===== src/rtl/counter_win_ctrl_pkg.sv =====
// Shared types and default widths for the window sequencer and its position counter.
package counter_win_ctrl_pkg;

  typedef enum logic [1:0] {
    ST_IDLE  = 2'd0,
    ST_ARMED = 2'd1,
    ST_RUN   = 2'd2
  } state_t;

  localparam int unsigned DEF_LEN_WIDTH = 16;
  localparam int unsigned DEF_WIN_WIDTH = 8;

endpackage


===== src/rtl/counter_win_pos.sv =====
// Beat position within the current window, with a last-beat compare against the latched length.
module counter_win_pos
  import counter_win_ctrl_pkg::*;
#(
  parameter int unsigned LEN_WIDTH = DEF_LEN_WIDTH
) (
  input  logic                 clk,
  input  logic                 rst,
  input  logic                 clr,
  input  logic                 inc,
  input  logic [LEN_WIDTH-1:0] len_q,
  output logic [LEN_WIDTH-1:0] pos,
  output logic                 last
);

  localparam logic [LEN_WIDTH-1:0] ONE = LEN_WIDTH'(1);

  always_ff @(posedge clk) begin
    if (rst) begin
      pos <= '0;
    end else if (clr) begin
      pos <= '0;
    end else if (inc) begin
      pos <= pos + ONE;
    end
  end

  // len_q is never zero while running, so the wrapped len_q - 1 is harmless outside RUN.
  assign last = (pos == (len_q - ONE));

endmodule


===== src/rtl/counter_win_ctrl.sv =====
// Window sequencer: arms, aligns to sync_in, and gates one counter so it sees exactly len beats per window.
// Define COUNTER_WIN_CTRL_OVERRUN_EN to add the sticky misaligned-sync flag output 'overrun'.
//
// state    | meaning
// ---------+--------------------------------------------------------------
// ST_IDLE  | counter held in reset, waiting for arm with a nonzero len
// ST_ARMED | length latched, counter released, waiting for sync_in
// ST_RUN   | counting en_in beats; window ends on beat len_q
module counter_win_ctrl
  import counter_win_ctrl_pkg::*;
#(
  parameter int unsigned LEN_WIDTH = DEF_LEN_WIDTH,
  parameter int unsigned WIN_WIDTH = DEF_WIN_WIDTH,
  parameter bit          ONE_SHOT  = 1'b0,
  parameter bit          RESYNC    = 1'b1
) (
  input  logic                 clk,
  input  logic                 rst,
  input  logic                 arm,
  input  logic                 stop,
  input  logic [LEN_WIDTH-1:0] len,
  input  logic                 sync_in,
  input  logic                 en_in,
  output logic                 cnt_en,
  output logic                 cnt_rst,
  output logic                 win_done,
  output logic [WIN_WIDTH-1:0] win_idx,
  output logic                 busy,
  output logic                 arm_err
`ifdef COUNTER_WIN_CTRL_OVERRUN_EN
  ,
  output logic                 overrun
`endif
);

  localparam logic [WIN_WIDTH-1:0] WIN_ONE = WIN_WIDTH'(1);

  state_t               state;
  state_t               state_nxt;
  logic [LEN_WIDTH-1:0] len_q;
  logic                 stop_pend;
  logic                 pos_last;
  logic                 in_run;
  logic                 beat;
  logic                 resync;
  logic                 last_hit;
  logic                 win_end;
  logic                 arm_ok;

  logic                 cnt_en_nxt;
  logic                 cnt_rst_nxt;
  logic                 win_done_nxt;
  logic                 arm_err_nxt;
  logic                 busy_nxt;
  logic [WIN_WIDTH-1:0] win_idx_nxt;

  assign in_run   = (state == ST_RUN);
  assign beat     = in_run && en_in;
  assign resync   = in_run && sync_in && RESYNC;
  assign arm_ok   = (state == ST_IDLE) && arm && (len != '0);
  // A resync landing on the final beat discards that window instead of completing it.
  assign last_hit = beat && pos_last && !resync;
  // A stop arriving on the final beat itself also ends the run with this window.
  assign win_end  = last_hit && (ONE_SHOT || stop_pend || stop);

  always_ff @(posedge clk) begin
    if (rst) begin
      state <= ST_IDLE;
    end else begin
      state <= state_nxt;
    end
  end

  always_comb begin
    state_nxt = state;
    case (state)
      ST_IDLE: begin
        if (arm_ok) begin
          state_nxt = ST_ARMED;
        end
      end
      ST_ARMED: begin
        if (stop) begin
          state_nxt = ST_IDLE;
        end else if (sync_in) begin
          state_nxt = ST_RUN;
        end
      end
      ST_RUN: begin
        if (win_end) begin
          state_nxt = ST_IDLE;
        end
      end
      default: state_nxt = ST_IDLE;
    endcase
  end

  always_comb begin
    cnt_en_nxt   = beat;
    cnt_rst_nxt  = (state_nxt == ST_IDLE) || last_hit || resync;
    win_done_nxt = last_hit;
    arm_err_nxt  = (state == ST_IDLE) && arm && (len == '0);
    busy_nxt     = (state_nxt != ST_IDLE);
    win_idx_nxt  = win_idx;
    if (arm_ok) begin
      win_idx_nxt = '0;
    end else if (last_hit) begin
      win_idx_nxt = win_idx + WIN_ONE;
    end
  end

  always_ff @(posedge clk) begin
    if (rst) begin
      cnt_en   <= 1'b0;
      cnt_rst  <= 1'b1;
      win_done <= 1'b0;
      arm_err  <= 1'b0;
      busy     <= 1'b0;
      win_idx  <= '0;
    end else begin
      cnt_en   <= cnt_en_nxt;
      cnt_rst  <= cnt_rst_nxt;
      win_done <= win_done_nxt;
      arm_err  <= arm_err_nxt;
      busy     <= busy_nxt;
      win_idx  <= win_idx_nxt;
    end
  end

  always_ff @(posedge clk) begin
    if (rst) begin
      len_q     <= '0;
      stop_pend <= 1'b0;
    end else begin
      if (arm_ok) begin
        len_q <= len;
      end
      if (state_nxt != ST_RUN) begin
        stop_pend <= 1'b0;
      end else if (in_run && stop) begin
        stop_pend <= 1'b1;
      end
    end
  end

`ifdef COUNTER_WIN_CTRL_OVERRUN_EN
  logic [LEN_WIDTH-1:0] pos;

  counter_win_pos #(
    .LEN_WIDTH (LEN_WIDTH)
  ) u_pos (
    .clk   (clk),
    .rst   (rst),
    .clr   (!in_run || resync || last_hit),
    .inc   (beat),
    .len_q (len_q),
    .pos   (pos),
    .last  (pos_last)
  );

  // Sync mid-window means the upstream frame and our window disagree; hold the flag until re-armed.
  always_ff @(posedge clk) begin
    if (rst) begin
      overrun <= 1'b0;
    end else if (arm_ok) begin
      overrun <= 1'b0;
    end else if (in_run && sync_in && (pos != '0)) begin
      overrun <= 1'b1;
    end
  end
`else
  counter_win_pos #(
    .LEN_WIDTH (LEN_WIDTH)
  ) u_pos (
    .clk   (clk),
    .rst   (rst),
    .clr   (!in_run || resync || last_hit),
    .inc   (beat),
    .len_q (len_q),
    .pos   (),
    .last  (pos_last)
  );
`endif

endmodule


===== config.mk =====
export PLATFORM = sky130hd
export DESIGN_NAME = counter_win_ctrl
export DESIGN_NICKNAME = d
export VERILOG_FILES = /design/src/rtl/counter_win_ctrl_pkg.sv /design/src/rtl/counter_win_pos.sv /design/src/rtl/counter_win_ctrl.sv
export SDC_FILE = /design/constraint.sdc
export NUM_CORES = 1
export LEC_CHECK = 0
export CORE_UTILIZATION = 38
export CTS_BUF_LIST = sky130_fd_sc_hd__clkbuf_8
export DETAILED_ROUTE_END_ITERATION = 12
export PLACE_DENSITY = 0.64
export SKIP_CTS_REPAIR_TIMING = 1
export SLEW_MARGIN = 20
export SYNTH_ARGS = -nofsm -noshare
export SYNTH_HDL_FRONTEND = slang
export SYNTH_SLANG_ARGS = --single-unit

===== constraint.sdc =====
create_clock -name clk -period 3.6 [get_ports clk]
set_clock_uncertainty 0.2 [all_clocks]
set_input_delay 0.72 -clock clk [delete_from_list [all_inputs] [get_ports clk]]
set_output_delay 0.72 -clock clk [all_outputs]
set_load 0.1 [all_outputs]

==> results.md <==
- CP arrival: ~3.3 ns
- Global-route wire length before repair: around 9.6 mm
- Total GRT Usage: between 10% and 20%
- Mapped cell area: 2550 um^2
- Failing checks: DRC
- Layout cell share with drive strength beyond 1: between 10% and 20%
- DR WL/cell: 13.9 um
- Static Leak: 1.13 nW
- GPL Wtd Cong: roughly 0.76
- Met3 WL: between 200 and 250 um
- Final setup margin: 0.322 ns
- Clock power frac: roughly 28%
- Post-Route WL: 5.73 mm
- CTS tree: built
- Status: complete, but fails checks
- Peak VDD IR: between 0.0002 and 0.00025 V
- Area Growth Syn to Fin: 19.0%
- # diodes: 0
- Top sig layer: met4
- Nets: around 360
- Wl on met1: 2.87 mm
- Most frequent cells in the layout: nor2_1, dfxtp_1, clkdlybuf4s50_1
- Die Ht: 83.9 um
- P_int: between 0.7 and 0.8 mW
- Power, Total: approximately 1.1 mW
- Core Region: ~6400 um^2
- Yosys Warn Count: 0
- CP Launch Type: flip-flop
- Adder-Cell Fraction of Synth Area: 1.47%
- Vias in the first global route: approximately 2000
- Total number of vias: roughly 2200
- Largest family of logic cells by synthesized area: simple AND/OR/NAND/NOR gates
- Remaining DRCs: 2
- Largest net degree at the start of global routing: 17
- Most common library cell in the layout ignoring fill and taps: nor2_1
- Final setup viols: 0
- Final antenna-violating net count: 0
- Clock root buffer: clkbuf_8
- CTS H-tree depth: 2
- Placed cells: roughly 400
- Seq pwr share: about 53%
- Register area share after synthesis: 37.7%
- XOR/XNOR Fraction of Synth Area: between 10 and 15%
- DRT iter0 DRCs: about 110
- Metal2 WL: roughly 2.6 mm
- Cell Pwr Density: about 350 nW/um^2
- Filler cells: around 650
- CP required: ~3.6 ns
- Combinational fraction of design power: a little under a fifth
- Clk pin slew, worst setup/hold paths: around 0.080 ns
- Final Instance Count excl. Fillers: roughly 410
- Sum of negative setup slack: 0 ns
- Final Hold Viols: 0
- # IOs: 35
- Antenna violations before repair: 0
- Switching share of power: between 20% and 30%
- RSZ-0062 raised after global routing: no
- Netlist cell types: 44
- Post-DR vias/cell: approximately 5.3
- Max-Cap Viols: 0
- Max Fclk: 305 MHz
- Global route overflow: 0
- Starting Density: 39.7%
- Clock sinks: 48
- Register bit total from synthesis: 48
- Skew-Pair Late Insertion Delay: approximately 0.3 ns
- Relative slew slack: between 30% and 40%
- Syn_area_per_cell: 8.42 um^2
- Row count: 29
- Clock Path Buffers: 2
- Crit Path Category: flip-flop to flip-flop
- DP Worst Slack: about 0.24 ns
- CTS buffer count: 5
- CP Capture Type: flip-flop
- Simple-gate share of the synthesized area: between 20 and 30%
- I/O Buffers: 34
- Final core occ: between 40% and 50%
- Worst slew pin tran: between 0.9 and 1 ns
- Syn nets: 328
- DPL Wire Length: roughly 4.4 mm
- Post-Synthesis Cells: 303
- Crit share post-route: roughly 90%
- Compound-cell area share of the yosys netlist: 8.19%
- First-pass iteration count of the detailed router: 8
- Die Width: roughly 84 um
- Net Sw Power: between 0.2 and 0.3 mW
- Worst min-delay path category: flip-flop to flip-flop
- Fin crit period: between 3 and 4 ns
- Slew Limit Fails: 0
- DIE AREA: a little over 7000 um^2
- Mux share of post-synthesis cell area: 7.85%
- Worst Path Max Fanout: 11
==> critical path, stage by stage, from the launching register on <==
cell	delay, ns
dfxtp_1	0.37
or4_4	0.58
or4_4	0.56
o31ai_1	0.33
o2111a_1	0.29
nand4b_4	0.17
buf_4	0.22
or3_1	0.34
a21oi_1	0.15
==> final cells by class <==
| type | count | area [um^2] | share of cell area, % |
|---|---|---|---|
| flip-flops and latches | 48 | 961 | 31.7 |
| repair buffers | 43 | 385 | 12.7 |
| clock buffers | 5 | 68.8 | 2.27 |
| well taps | 77 | 96.3 | 3.17 |
| multi-input cells | 233 | 1500 | 49.3 |
| clock inverters | 2 | 8.76 | 0.289 |
| inverters | 5 | 18.8 | 0.618 |
==> cells by family after synthesis <==
| logic type | Yosys count |
|---|---|
| AOI/OAI and AO/OA | 34 |
| xor gates and xnor gates | 33 |
| adders and majority gates | 3 |
| buffers and inverters | 22 |
| DFF | 48 |
| muxes | 20 |
| and+or+nand+nor | 143 |
==> cells in the mapped netlist <==
cell type | instances | share of area [%]
a2111oi_0 | 1 | 0.34
a211oi_1 | 1 | 0.29
a21oi_1 | 13 | 2.6
a2bb2oi_1 | 1 | 0.34
a31oi_1 | 2 | 0.49
and2_1 | 1 | 0.25
and3_1 | 1 | 0.25
buf_1 | 2 | 0.29
buf_2 | 3 | 0.59
buf_6 | 1 | 0.44
clkbuf_1 | 11 | 1.6
dfxtp_1 | 48 | 38
ha_1 | 3 | 1.5
inv_1 | 5 | 0.74
mux2i_1 | 20 | 7.8
nand2_1 | 16 | 2.4
nand2b_1 | 2 | 0.49
nand3_1 | 8 | 1.6
nand3b_1 | 3 | 0.88
nand4_1 | 10 | 2.5
nand4b_1 | 3 | 1.0
nand4b_4 | 1 | 0.93
nor2_1 | 57 | 8.4
nor2b_1 | 4 | 0.98
nor3_1 | 8 | 1.6
nor3b_1 | 2 | 0.59
nor3b_2 | 1 | 0.49
nor4_1 | 7 | 1.7
nor4b_1 | 1 | 0.34
o2111a_1 | 1 | 0.44
o211ai_1 | 1 | 0.29
o21ai_0 | 9 | 1.8
o31ai_1 | 3 | 0.88
o32a_2 | 1 | 0.44
o41ai_1 | 1 | 0.34
or2_2 | 2 | 0.49
or3_1 | 6 | 1.5
or3b_2 | 1 | 0.34
or4_1 | 4 | 1.2
or4_4 | 2 | 0.88
or4b_1 | 1 | 0.39
or4b_2 | 2 | 0.78
xnor2_1 | 16 | 5.5
xor2_1 | 17 | 5.8
==> path summary, 6_finish.rpt <==
check | startpoint | to | slack (ns) | depth (start not counted)
max | len_q[7] | win_idx[7] | 0.32 | 8
min | win_idx[7] | win_idx[7] | 0.30 | 2
max reg2reg | len_q[7] | win_idx[7] | 0.32 | 8
min reg2reg | win_idx[7] | win_idx[7] | 0.30 | 2
==> power by group through the flow <==
stage | sequential, mW | combinational, mW | clock [mW]
floorplan | 0.584 | 0.128 | 0
global placement | 0.578 | 0.198 | 0
detailed placement | 0.579 | 0.200 | 0
CTS | 0.566 | 0.200 | 0.313
global route | 0.569 | 0.220 | 0.344
finish | 0.566 | 0.200 | 0.304
==> through the flow <==
step / hold WS, ns / area [um^2]
after CTS: 0.306 / 3040
after floorplan: 0.285 / 2550
after detailed placement: 0.295 / 2960
after global routing: 0.330 / 3040
final: 0.299 / 3040
after global placement: 0.283 / 2960
==> sequential cells by signal, indices dropped and copies added, names as in the netlist <==
signal and cells:
len_q 16, u_pos.pos 16, win_idx 8, state 2
arm_err 1, busy 1, cnt_en 1, cnt_rst 1
stop_pend 1, win_done 1
==> layer usage <==
layer  GRT usage (%)  up-vias
met4            4.23        0
met3            4.35        5
met2            27.3       38
met5               0        -
li1                -     1131
met1            23.9     1007
No activity file was read; power rests on OpenSTA's default activity.
